`src/rtl/instr_fetch_if.sv`:
```
// Instruction bus between the fetch unit (master) and instruction memory (slave).
// A read completes on a rising edge with instr_read=1 and instr_waitrequest=0.
interface instr_fetch_if;
  logic [31:0] instr_address;
  logic        instr_read;
  logic        instr_waitrequest;
  logic [31:0] instr_rdata;

  modport master (
    output instr_address,
    output instr_read,
    input  instr_waitrequest,
    input  instr_rdata
  );

  modport slave (
    input  instr_address,
    input  instr_read,
    output instr_waitrequest,
    output instr_rdata
  );
endinterface

```
`src/rtl/instr_fetch.sv`:
```
// MIPS-style fetch unit with one branch delay slot: FETCH -> EXEC -> FETCH, HALTED on redirect to HALT_ADDR.
// Latency: one FETCH cycle plus one per waitrequest stall; exec_stall and clk_enable=0 freeze all state.
module instr_fetch #(
  parameter logic [31:0] RESET_VECTOR = 32'hBFC00000,
  parameter logic [31:0] HALT_ADDR    = 32'h00000000
) (
  input  logic          clk,
  input  logic          reset,
  input  logic          clk_enable,
  instr_fetch_if.master bus,
  output logic [31:0]   instr_readdata,
  output logic          instr_valid,
  output logic [31:0]   pc,
  output logic [31:0]   link_addr,
  input  logic [1:0]    pc_sel,
  input  logic          branch_cond,
  input  logic [31:0]   rs_data,
  input  logic          exec_stall,
  output logic          active
);

  typedef enum logic [1:0] {
    FETCH  = 2'b00,
    EXEC   = 2'b01,
    HALTED = 2'b10
  } state_t;

  state_t      state, state_nxt;
  logic [31:0] pc_nxt, ir_nxt;
  logic        redirect_pending, redirect_pending_nxt;
  logic [31:0] redirect_target, redirect_target_nxt;

  logic [31:0] pc_inc, branch_tgt, jump_tgt, jr_tgt, taken_tgt;
  logic        taken;

  assign pc_inc     = pc + 32'd4;
  assign branch_tgt = pc_inc + {{14{instr_readdata[15]}}, instr_readdata[15:0], 2'b00};
  assign jump_tgt   = {pc_inc[31:28], instr_readdata[25:0], 2'b00};
  assign jr_tgt     = rs_data & ~32'd3;

  assign taken = (pc_sel == 2'b10) || (pc_sel == 2'b11) || ((pc_sel == 2'b01) && branch_cond);

  always_comb begin
    taken_tgt = jr_tgt;
    case (pc_sel)
      2'b01:   taken_tgt = branch_tgt;
      2'b10:   taken_tgt = jump_tgt;
      default: taken_tgt = jr_tgt;
    endcase
  end

  always_comb begin
    state_nxt            = state;
    pc_nxt               = pc;
    ir_nxt               = instr_readdata;
    redirect_pending_nxt = redirect_pending;
    redirect_target_nxt  = redirect_target;
    case (state)
      FETCH: begin
        if (!bus.instr_waitrequest) begin
          ir_nxt    = bus.instr_rdata;
          state_nxt = EXEC;
        end
      end
      EXEC: begin
        if (!exec_stall) begin
          // A transfer seen while executing a delay slot is dropped.
          if (redirect_pending) begin
            pc_nxt               = redirect_target;
            redirect_pending_nxt = 1'b0;
            state_nxt            = (redirect_target == HALT_ADDR) ? HALTED : FETCH;
          end else begin
            pc_nxt    = pc_inc;
            state_nxt = FETCH;
            if (taken) begin
              redirect_pending_nxt = 1'b1;
              redirect_target_nxt  = taken_tgt;
            end
          end
        end
      end
      HALTED:  state_nxt = HALTED;
      default: state_nxt = FETCH;
    endcase
  end

  always_ff @(posedge clk) begin
    if (reset) begin
      state            <= FETCH;
      pc               <= RESET_VECTOR;
      instr_readdata   <= 32'd0;
      redirect_pending <= 1'b0;
      redirect_target  <= 32'd0;
    end else if (clk_enable) begin
      state            <= state_nxt;
      pc               <= pc_nxt;
      instr_readdata   <= ir_nxt;
      redirect_pending <= redirect_pending_nxt;
      redirect_target  <= redirect_target_nxt;
    end
  end

  assign bus.instr_read    = (state == FETCH) && !reset;
  assign bus.instr_address = {pc[31:2], 2'b00};
  assign instr_valid       = (state == EXEC) && !reset;
  assign active            = (state != HALTED);
  assign link_addr         = pc + 32'd8;

endmodule

```
`src/flat_wrapper.sv`:
```
// flat-port wrapper written by rule: the top's interface ports become plain ports
module instr_fetch_flat 
#(
  parameter logic [31:0] RESET_VECTOR = 32'hBFC00000,
  parameter logic [31:0] HALT_ADDR    = 32'h00000000
)
  (clk, reset, clk_enable, instr_readdata, instr_valid, pc, link_addr, pc_sel, branch_cond, rs_data, exec_stall, active, bus_instr_address, bus_instr_read, bus_instr_waitrequest, bus_instr_rdata);
  instr_fetch_if bus_i ();
  input  logic clk;
  input  logic reset;
  input  logic clk_enable;
  output logic [31:0] instr_readdata;
  output logic instr_valid;
  output logic [31:0] pc;
  output logic [31:0] link_addr;
  input  logic [1:0] pc_sel;
  input  logic branch_cond;
  input  logic [31:0] rs_data;
  input  logic exec_stall;
  output logic active;
  output wire logic [$bits(bus_i.instr_address)-1:0] bus_instr_address;
  output wire logic [$bits(bus_i.instr_read)-1:0] bus_instr_read;
  input wire logic [$bits(bus_i.instr_waitrequest)-1:0] bus_instr_waitrequest;
  input wire logic [$bits(bus_i.instr_rdata)-1:0] bus_instr_rdata;
  assign bus_instr_address = bus_i.instr_address;
  assign bus_instr_read = bus_i.instr_read;
  assign bus_i.instr_waitrequest = bus_instr_waitrequest;
  assign bus_i.instr_rdata = bus_instr_rdata;
  instr_fetch #(.RESET_VECTOR(RESET_VECTOR), .HALT_ADDR(HALT_ADDR)) u_core (.clk(clk), .reset(reset), .clk_enable(clk_enable), .bus(bus_i), .instr_readdata(instr_readdata), .instr_valid(instr_valid), .pc(pc), .link_addr(link_addr), .pc_sel(pc_sel), .branch_cond(branch_cond), .rs_data(rs_data), .exec_stall(exec_stall), .active(active));
endmodule
```
`config.mk`:
```
export PLATFORM = sky130hd
export DESIGN_NAME = instr_fetch_flat
export DESIGN_NICKNAME = d
export VERILOG_FILES = /design/src/rtl/instr_fetch_if.sv /design/src/rtl/instr_fetch.sv /design/src/flat_wrapper.sv
export SDC_FILE = /design/constraint.sdc
export NUM_CORES = 1
export LEC_CHECK = 0
export ABC_AREA = 1
export BUFFER_PORTS_ARGS = -buffer_cell sky130_fd_sc_hd__buf_2
export CORE_MARGIN = 10
export CORE_UTILIZATION = 50
export CTS_CLUSTER_DIAMETER = 40
export CTS_CLUSTER_SIZE = 28
export DETAILED_ROUTE_END_ITERATION = 10
export GPL_TIMING_DRIVEN = 0
export PLACE_DENSITY = 0.75
export RECOVER_POWER = 25
export SLEW_MARGIN = 20
export SYNTH_ARGS = -nofsm -noshare
export SYNTH_HDL_FRONTEND = slang
export SYNTH_SLANG_ARGS = --single-unit
```
`constraint.sdc`:
```
create_clock -name clk -period 3.8 [get_ports clk]
set_clock_uncertainty 0.2 [all_clocks]
set_input_delay 0.38 -clock clk [delete_from_list [all_inputs] [get_ports clk]]
set_output_delay 0.38 -clock clk [all_outputs]
set_load 0.01 [all_outputs]
```
==> results.yml, run 1 <==
timing:
  finalHoldViolCount: 0
  report.final.setup_viol: 0
  timing.fmax_ghz: 0.274
  final_critical_path_setup_slack_ns: 0.157
  post-route-period-util_pct: 95.9
  timing.final.crit_period_ns: 3.64
  relSlewSlack_pct: 34.3
  timing.final.max_slew_violations: 0
  slew_of_the_pin_with_the_lowest_slew_margin_ns: 0.984
  timing.hold.ws_ns: 0.0460
global_route:
  grt_use_total_pct: 27.6
  globalRoute.totalOverflow: 0
  grt_start_max_net_pins: 23
  first_global_vias: 8626
  global_route_wire_length_before_repair_um: 47700
  grt_antenna_before_repair: 2
worst_setup_path:
  path_common_cell: "nand2_1"
  timing.critical_path.from_type: "flop"
  timing.critical_path.buf_inv: 2
  critical_path_peak_fanout: 7
  timing.critical_path.depth: 18
  critical-path-max-stage-delay_ns: 0.43
  cp.required_ns: 3.88
  critPathTopFamily: "simple AND/OR/NAND/NOR gates"
  cp.arrival_ns: 3.72
  reg2regPathDepth: 18
  critical_path.endpoint_type: "flop"
  worstSetupPathType: "flop to flop"
  worstPathCellList: "ha_2, nand2_1, inv_1, nand2_1, nor2_1, xor2_1, ha_1, a21oi_1, o21ai_1, inv_1, nand3_1, nand2_1, nand2_1, nand2_1, nand2_1, o21ai_1, nand2_1, a21oi_1"
  worst_path_max_delay_cell: "xor2_1"
cts:
  tritoncts: "done"
  cts.root.buffer_cell: "clkbuf_16"
  total_clock_buffers_created_by_cts: 9
  cts_max_path_buffers: 2
  cts-hold-fix-buffers: 0
  tritoncts_num_sinks: 99
  cts.htree.levels: 3
  cts.reportedPaths.clkPinSlew_ns: 0.08
  clk_latency_ns: 0.35
layout:
  final.fill_count: 1647
  most_common_library_cell_in_the_layout_ignoring_fill_and_taps: "nand2_1"
  layout_net_count: 1601
  area_growth_pct: 21.0
  layout.core_utilization_pct: 61.4
  antenna_cells_inserted: 0
  most-common-layout-cells: "322 x nand2_1, 164 x buf_2, 145 x nor2_1"
  drive_above_1_share_pct: 20.1
yosys:
  synth.top_cells.by_area: "dfxtp_1 25%, nand2_1 15%, a21oi_1 7.1%"
  synth-warning-count: 0
  synth-seq-area-share_pct: 24.8
  ffs_latches_synth: 99
  synth_top_area_share_pct: 24.8
  yosys.area.top_type: "dfxtp_1"
  synthesis.area_um2: 8000
  ys_types: 53
  synth_cells: 1278
  syn_area_per_cell_um2: 6.26
drt:
  detailedRoute.firstIterationViolations: 982
  ant_nets: 0
  totalWireLength_um: 31100
  drc: 0
  drt_pre_antenna_iters: 6
  dr_total_vias: 9290
  route.detailed.vias_per_inst: 5.43
  post_drt_wl_per_cell_um: 18.2
hold_path:
  holdCritPathClass: "input port to flop"
  worst_hold_path.num_cells: 3
status:
  result_of_the_run: "completed"
place:
  pre_cts_slack_ns: -0.143
  detailedPlacementHpwl_um: 25600
  buffer_ports.inserted: 198
  globalplace.congestion: 1.00
floorplan:
  die_width_um: 146
  height_of_the_chip_um: 146
  die_area_um2: 21500
  floorplan.io_pins: 203
  core_region_area_um2: 15800
  initial_standard_cell_utilization_of_the_core_pct: 50.7
  rows: 46
run:
  drv.max_cap_violation_count: 0
pwr:
  p_leak_nw: 4.79
  power_frac_clock_pct: 32.4
  share_comb_of_total_power_pct: 26.7
  vdd_ir_drop_max_mv: 0.282
  p_int_w: 0.00184
  power_w: 0.00285
  sequentialPowerShare_pct: 41.0
  p_per_area_nw_per_um2: 295
  sw_frac_of_total_pct: 35.4
  netSwitchingPower_w: 0.00101
[cell type report]
cell class	instances	area [um^2]	share of cell area (%)
buffer	81	462	4.77
clock buffer	11	253	2.61
clock inverter	5	41.3	0.427
inverter	145	544	5.62
multi-input combinational	954	5170	53.5
sequential	99	1990	20.6
tap	216	270	2.79
timing repair buffer	199	941	9.72
[repair_timing]
| item | CTS | global route |
|---|---|---|
| resized for setup | 6 | 41 |
| setup buffers | 0 | 1 |
| pin swaps | 1 | 5 |
| endpoints found under the setup margin | 11 | 18 |
[metal layers]
metal  GRT usage (%)  share of wire (%)  vias up
met1            36.6                 43     4221
met2            43.5                 44      471
li1                -                  -     4530
met4            9.31                3.5        4
met5               0              0.087        -
met3            5.72                9.9       64
[cell usage after synthesis, drive strengths merged]
| cell type | count |
|---|---|
| or2 | 7 |
| conb | 1 |
| nor2 | 165 |
| o22ai | 1 |
| ha | 39 |
| o21a | 1 |
| a22o | 1 |
| a21oi | 116 |
| o21bai | 5 |
| nor3b | 1 |
| a21o | 1 |
| inv | 143 |
| dfxtp | 99 |
| o211ai | 6 |
| a211oi | 3 |
| clkbuf | 28 |
| buf | 53 |
| nand3 | 65 |
| xor2 | 39 |
| clkinv | 2 |
| a211o | 1 |
| xnor2 | 9 |
| a31oi | 6 |
| nand3b | 5 |
| nand2 | 334 |
| mux2i | 1 |
| a22oi | 16 |
| nand4 | 12 |
| a221oi | 3 |
| and2 | 6 |
| nor3 | 14 |
| o21ai | 82 |
| nor4 | 11 |
| o2111ai | 1 |
| fa | 1 |
[flip-flops by register name (all words and copies together), names as in the netlist]
register and flops:
u_core.instr_readdata 32, u_core.pc 32, u_core.redirect_pending 1, u_core.redirect_target 32, u_core.state 2
[cell families after synthesis]
group,Yosys count,share of synthesized area [%]
AOI/OAI and AO/OA,243,16.7
xor gates and xnor gates,48,5.44
adders and majority gates,40,6.35
buffers and inverters,226,12.5
DFF,99,24.8
muxes,1,0.125
other,1,0.0469
and+or+nand+nor,620,34.0
[per-stage QoR]
stage	std cells	cell area, um^2	setup TNS (ns)
after floorplan	1279	8000	0
after global placement	1693	9260	-0.220
after detailed placement	1693	9260	-0.478
after CTS	1709	9580	0
after global routing	1710	9680	-0.0677
final	1710	9680	0
[worst min-delay path: stages]
cell and delay [ns]:
buf_2 0.08, nor2_1 0.03, nor2_1 0.08
[path summary, 6_finish.rpt]
path                                           start  slack (ns)                                      end
max                        u_core.pc[4]$_SDFFE_PP0P_        0.16  u_core.redirect_target[20]$_SDFFE_PP0P_
min                              bus_instr_rdata[27]        0.05   u_core.instr_readdata[27]$_SDFFE_PP0P_
max reg2reg                u_core.pc[4]$_SDFFE_PP0P_        0.16  u_core.redirect_target[20]$_SDFFE_PP0P_
min reg2reg  u_core.redirect_target[25]$_SDFFE_PP0P_        0.27  u_core.redirect_target[25]$_SDFFE_PP0P_
[power groups by stage]
| stage | combinational, W | clock (W) | sequential, W |
|---|---|---|---|
| 2_1_floorplan | 0.000458 | 0 | 0.00118 |
| 3_3_place_gp | 0.000725 | 0 | 0.00119 |
| 3_5_place_dp | 0.000733 | 0 | 0.00119 |
| 4_1_cts | 0.000739 | 0.000920 | 0.00117 |
| 5_1_grt | 0.000851 | 0.000960 | 0.00117 |
| 6_report | 0.000761 | 0.000923 | 0.00117 |
No activity file was read; power rests on OpenSTA's default activity.
==> inputs of run 2 (changes only) <==
Settings changed: CORE_ASPECT_RATIO set to 0.8.
==> run 2 against run 1 <==
Utilization up 0.31 points. Wire length is 0.47% lower. Via count rose by 0.33%. Count of clock-buffer cells in the layout is 2 lower. Die area up 0.15%. Total power about the same. Sequential power about the same. Critical path type unchanged.
==> results.yml, run 2 (same netlist as run 1, synthesis figures left out) <==
worst_setup_path:
  worstPathCellList: "buf_2, nand2_1, nor2_1, nand2_2, nor2_4, xor2_1, ha_1, nand2_1, inv_1, nand2_1, inv_1, nand3_1, nand3b_1, buf_4, nand2_1, nand3_1, nand3_1, nand2_1, nand2_1, a21oi_1"
  crit-reg2reg-launch: "u_core.pc[8]$_SDFFE_PP0P_"
  cp.arrival_ns: 3.64
  worstSetupPathType: "flop to flop"
  timing.critical_path.from_type: "flop"
  critical_path.endpoint_type: "flop"
  critical_path_peak_fanout: 6
  critPathTopFamily: "simple AND/OR/NAND/NOR gates"
  cp.required_ns: 3.82
  path_common_cell: "nand2_1"
  critical-path-max-stage-delay_ns: 0.36
  worst_path_max_delay_cell: "xor2_1"
  ff2ff_setup_slack_ns: 0.18
  timing.critical_path.depth: 20
  r2r_end: "u_core.redirect_target[30]$_SDFFE_PP0P_"
  reg2regPathDepth: 20
  timing.critical_path.buf_inv: 4
floorplan:
  floorplan.io_pins: 203
  rows: 41
  die_area_um2: 21500
  height_of_the_chip_um: 133
  core_region_area_um2: 15700
  initial_standard_cell_utilization_of_the_core_pct: 50.8
  die_width_um: 161
status:
  result_of_the_run: "completed"
pwr:
  vdd_ir_drop_max_mv: 0.231
  power_w: 0.00285
  p_leak_nw: 4.83
  p_per_area_nw_per_um2: 294
hold_path:
  worst_hold_path.num_cells: 3
  holdCritPathClass: "input port to flop"
  min_from: "bus_instr_rdata[22]"
  worst_hold_path.endpoint: "u_core.instr_readdata[22]$_SDFFE_PP0P_"
drt:
  drt_pre_antenna_iters: 7
  ant_nets: 0
  dr_total_vias: 9321
  post_drt_wl_per_cell_um: 18.1
  drc: 0
  route.detailed.vias_per_inst: 5.44
  totalWireLength_um: 30900
  detailedRoute.firstIterationViolations: 965
layout:
  area_growth_pct: 21.5
  antenna_cells_inserted: 0
  post_layout_nonfiller_instances: 1712
  largest_registers: "u_core.instr_readdata x32, u_core.pc x32, u_core.redirect_target x32"
  most_common_library_cell_in_the_layout_ignoring_fill_and_taps: "nand2_1"
  most-common-layout-cells: "323 x nand2_1, 164 x buf_2, 141 x nor2_1"
  drive_above_1_share_pct: 20.5
  layout_net_count: 1604
  final.fill_count: 1578
place:
  buffer_ports.inserted: 198
  globalplace.congestion: 0.994
  detailedPlacementHpwl_um: 25400
  dp_cells: 1692
cts:
  cts.htree.levels: 3
  total_clock_buffers_created_by_cts: 9
  cts.root.buffer_cell: "clkbuf_16"
  cts.reportedPaths.clkPinSlew_ns: 0.08
  clk_latency_ns: 0.37
  cts_max_path_buffers: 2
  tritoncts_num_sinks: 99
  tritoncts: "done"
timing:
  timing.final.max_slew_violations: 0
  relSlewSlack_pct: 29.5
  timing.final.crit_period_ns: 3.62
  unrepaired_setup_endpoints_after_global_routing: "false"
  slew_of_the_pin_with_the_lowest_slew_margin_ns: 1.06
  finalHoldViolCount: 0
  post-route-period-util_pct: 95.2
  report.final.setup_viol: 0
  timing.fmax_ghz: 0.276
global_route:
  grt_use_total_pct: 27.3
  grt_start_max_net_pins: 23
  globalRoute.totalOverflow: 0
  global_route_wire_length_before_repair_um: 46700
  first_global_vias: 8476
  grt_antenna_before_repair: 0
run:
  drv.max_cap_violation_count: 0
run 2: cell types whose count changed in the layout (fill, tap and decap cells not counted), moves of 2 or more:
cell	before	now
dfxtp_2	1	6
dfxtp_1	95	91
nor2_1	145	141
nor2_2	10	14
buf_4	37	40
nor3_1	4	7
nor3_2	8	5
clkbuf_8	2	0
ha_2	3	1
o21ai_0	75	77
o21ai_1	7	5
run 2: worst max path at each step:
stage | from | end | slack (ns)
finish | u_core.pc[8]$_SDFFE_PP0P_ | u_core.redirect_target[30]$_SDFFE_PP0P_ | 0.18
global route | u_core.pc[6]$_SDFFE_PP0P_ | u_core.redirect_target[31]$_SDFFE_PP0P_ | 0.02
CTS | u_core.pc[3]$_SDFFE_PP0P_ | u_core.redirect_target[24]$_SDFFE_PP0P_ | 0.03
detailed placement | u_core.pc[2]$_SDFFE_PP0P_ | u_core.redirect_target[20]$_SDFFE_PP0P_ | -0.05
global placement | u_core.pc[2]$_SDFFE_PP0P_ | u_core.redirect_target[20]$_SDFFE_PP0P_ | -0.008
floorplan | u_core.pc[4]$_SDFFE_PP0P_ | u_core.redirect_target[29]$_SDFFE_PP0P_ | 0.61
run 2: tightest hold or removal path, cell delays in order:
cell and delay [ns]:
buf_2 0.07, nor2_1 0.03, nor2_1 0.08
run 2: routing by layer:
metal	wire length, um	share of wire, %	track usage (%)
met5	0	0	0
met4	898	2.9	8.93
met3	3600	12	6.80
met2	13000	42	40.3
met1	13500	44	37.9
run 2: where the power goes:
part | internal, W | switching [W]
sequential | 0.00109 | 0.0000667
combinational | 0.000264 | 0.000501
clock | 0.000462 | 0.000467
run 2: final cells by class:
class                           count  area [um^2]  share of cell area, %
Sequential cell                    99         2000                   20.6
Clock inverter                      7         68.8                  0.708
Inverter                          145          544                   5.60
Timing Repair Buffer              202          963                   9.92
Buffer                             81          462                   4.75
Clock buffer                        9          225                   2.32
Tap cell                          215          269                   2.77
Multi-Input combinational cell    954         5190                   53.4
run 2: timing repair:
item,4_1_cts,5_1_grt
hold buffers,0,0
cloned,0,0
resized for setup,3,44
setup endpoints to repair,10,19
pin swaps,0,5
setup buffers,0,4
endpoints found under the hold margin,0,0
run 2: metrics by stage:
stage / setup WS (ns) / setup TNS, ns / cell area, um^2 / utilization [%] / hold slack (ns)
after floorplan: 0.613 / 0 / 8000 / - / 0.244
after global placement: -0.00760 / -0.00760 / 9260 / 58.8 / 0.256
after detailed placement: -0.0547 / -0.117 / 9260 / 58.8 / 0.257
after CTS: 0.0252 / 0 / 9560 / 60.7 / 0.0291
after global routing: 0.0223 / 0 / 9720 / 61.7 / 0.0387
final: 0.182 / 0 / 9720 / 61.7 / 0.0321
==> inputs of run 3 (changes only) <==
Settings changed: CORE_MARGIN 10 to not set.
==> run 3 against run 2 <==
Wire length is 5.5% lower. Hold slack improved by 0.00075 ns. First-iteration DRC count is 1.2% lower. Count of clock-buffer cells in the layout grew 2. Combinational power up 0.8%. Cell count is 0.29% lower. Die area decreased by 23%. Global-route usage is 8.3 points higher. Utilization rose by 2.5 points.
==> results.yml, run 3 (same netlist as run 1, synthesis figures left out) <==
status:
  result_of_the_run: "completed"
cts:
  tritoncts_num_sinks: 99
  total_clock_buffers_created_by_cts: 9
  cts.reportedPaths.clkPinSlew_ns: 0.08
  cts-hold-fix-buffers: 0
  cts.htree.levels: 3
  cts.root.buffer_cell: "clkbuf_16"
  tritoncts: "done"
  clk_latency_ns: 0.37
  cts_max_path_buffers: 2
drt:
  post_drt_wl_per_cell_um: 17.1
  dr_total_vias: 9286
  totalWireLength_um: 29200
  ant_nets: 0
  detailedRoute.firstIterationViolations: 953
  drc: 0
  route.detailed.vias_per_inst: 5.44
  drt_pre_antenna_iters: 6
worst_setup_path:
  ff2ff_setup_slack_ns: 0.14
  r2r_end: "u_core.redirect_target[22]$_SDFFE_PP0P_"
  timing.critical_path.from_type: "flop"
  reg2regPathDepth: 20
  critical_path_peak_fanout: 6
  critical_path.endpoint_type: "flop"
  worstSetupPathType: "flop to flop"
  cp.required_ns: 3.89
  cp.arrival_ns: 3.75
  crit-reg2reg-launch: "u_core.pc[9]$_SDFFE_PP0P_"
hold_path:
  worst_hold_path.num_cells: 3
  holdCritPathClass: "input port to flop"
  min_from: "bus_instr_rdata[27]"
  worst_hold_path.endpoint: "u_core.instr_readdata[27]$_SDFFE_PP0P_"
layout:
  area_growth_pct: 22.8
  post_layout_nonfiller_instances: 1707
  most_common_library_cell_in_the_layout_ignoring_fill_and_taps: "nand2_1"
  final.fill_count: 1545
  most-common-layout-cells: "321 x nand2_1, 191 x buf_2, 142 x nor2_1"
  antenna_cells_inserted: 0
  layout_net_count: 1604
  drive_above_1_share_pct: 22.7
  largest_registers: "u_core.instr_readdata x32, u_core.pc x32, u_core.redirect_target x32"
  final_cell_area_um2: 9820
floorplan:
  rows: 40
  height_of_the_chip_um: 115
  floorplan.io_pins: 203
  core_region_area_um2: 15300
  die_area_um2: 16500
  initial_standard_cell_utilization_of_the_core_pct: 52.2
  die_width_um: 143
pwr:
  netSwitchingPower_w: 0.00102
  share_comb_of_total_power_pct: 26.2
  p_per_area_nw_per_um2: 300
  p_int_w: 0.00193
  power_w: 0.00295
  sw_frac_of_total_pct: 34.7
  vdd_ir_drop_max_mv: 0.232
  power_frac_clock_pct: 34.5
  p_leak_nw: 4.95
  sequentialPowerShare_pct: 39.3
global_route:
  grt_use_total_pct: 35.6
  grt_start_max_net_pins: 23
  first_global_vias: 8259
  grt_antenna_before_repair: 0
  global_route_wire_length_before_repair_um: 44100
  globalRoute.totalOverflow: 0
place:
  detailedPlacementHpwl_um: 23600
  buffer_ports.inserted: 198
  placed_cell_area_um2: 9260
  globalplace.congestion: 1.01
  dp_cells: 1687
timing:
  timing.final.max_slew_violations: 0
  relSlewSlack_pct: 23.4
  slew_of_the_pin_with_the_lowest_slew_margin_ns: 1.15
  timing.fmax_ghz: 0.273
  timing.final.crit_period_ns: 3.66
  report.final.setup_viol: 0
  finalHoldViolCount: 0
  unrepaired_setup_endpoints_after_global_routing: "true"
  post-route-period-util_pct: 96.4
run:
  drv.max_cap_violation_count: 0
-- run 3: changes by cell type in the layout (fill, tap and decap cells not counted), moves of 3 or more --
cell,previous run,this run
buf_2,164,191
clkbuf_1,74,47
dfxtp_2,6,3
nor2_2,14,11
nor3_2,5,8
-- run 3: layout make-up --
type	count	area (um^2)	share of cell area [%]
Sequential cell	99	2000	20.3
Timing Repair Buffer	202	997	10.2
Multi-Input combinational cell	954	5240	53.3
Tap cell	210	263	2.67
Inverter	145	544	5.54
Buffer	81	462	4.70
Clock buffer	11	253	2.57
Clock inverter	5	72.6	0.739
-- run 3: worst max path at each step --
stage,from,to,slack [ns]
floorplan,u_core.pc[4]$_SDFFE_PP0P_,u_core.redirect_target[29]$_SDFFE_PP0P_,0.61
global placement,u_core.pc[2]$_SDFFE_PP0P_,u_core.redirect_target[22]$_SDFFE_PP0P_,-0.11
detailed placement,u_core.pc[2]$_SDFFE_PP0P_,u_core.redirect_target[22]$_SDFFE_PP0P_,-0.15
CTS,u_core.pc[4]$_SDFFE_PP0P_,u_core.redirect_target[22]$_SDFFE_PP0P_,0.03
global route,u_core.pc[2]$_SDFFE_PP0P_,u_core.redirect_target[23]$_SDFFE_PP0P_,-0.04
finish,u_core.pc[9]$_SDFFE_PP0P_,u_core.redirect_target[22]$_SDFFE_PP0P_,0.14
-- run 3: stage by stage --
step	hold WS (ns)	worst slack [ns]	setup TNS (ns)	utilization [%]
after floorplan	0.244	0.613	0	-
after global placement	0.255	-0.106	-0.323	60.4
after detailed placement	0.266	-0.149	-0.590	60.4
after CTS	0.0349	0.0322	0	62.7
after global routing	0.0476	-0.0394	-0.112	64.2
final	0.0329	0.138	0	64.2
-- run 3: repair_timing --
item,in CTS,in global routing
resized for setup,7,48
setup buffers,0,4
pin swaps,0,5
setup endpoints to repair,12,19
hold endpoints to repair,0,0
-- run 3: power groups by stage --
stage / combinational, W / clock, W / sequential, W
2_1_floorplan: 0.000458 / 0 / 0.00118
3_3_place_gp: 0.000728 / 0 / 0.00118
3_5_place_dp: 0.000732 / 0 / 0.00118
4_1_cts: 0.000738 / 0.00101 / 0.00116
5_1_grt: 0.000856 / 0.00105 / 0.00117
6_report: 0.000772 / 0.00102 / 0.00116
-- run 3: worst max-delay path: stages, from the launching register on --
cell      delay, ns
dfxtp_1        0.34
buf_2          0.21
nand2_1        0.10
nor2_1         0.12
nand2_1        0.20
nor2_4         0.22
xor2_1         0.32
ha_1           0.35
nand2_1        0.10
inv_1          0.05
nand2_1        0.13
inv_1          0.09
nand3_1        0.09
nand3b_1       0.25
nand2_1        0.16
nand2_1        0.06
nand2_1        0.08
nand3_2        0.13
nand2_2        0.16
nand2_1        0.08
a21oi_1        0.14
-- run 3: metal layers --
metal	track usage, %	share of wire, %
met1	50.5	45
met2	51.1	40
met3	8.66	11
met4	14.9	3.9
met5	0	0
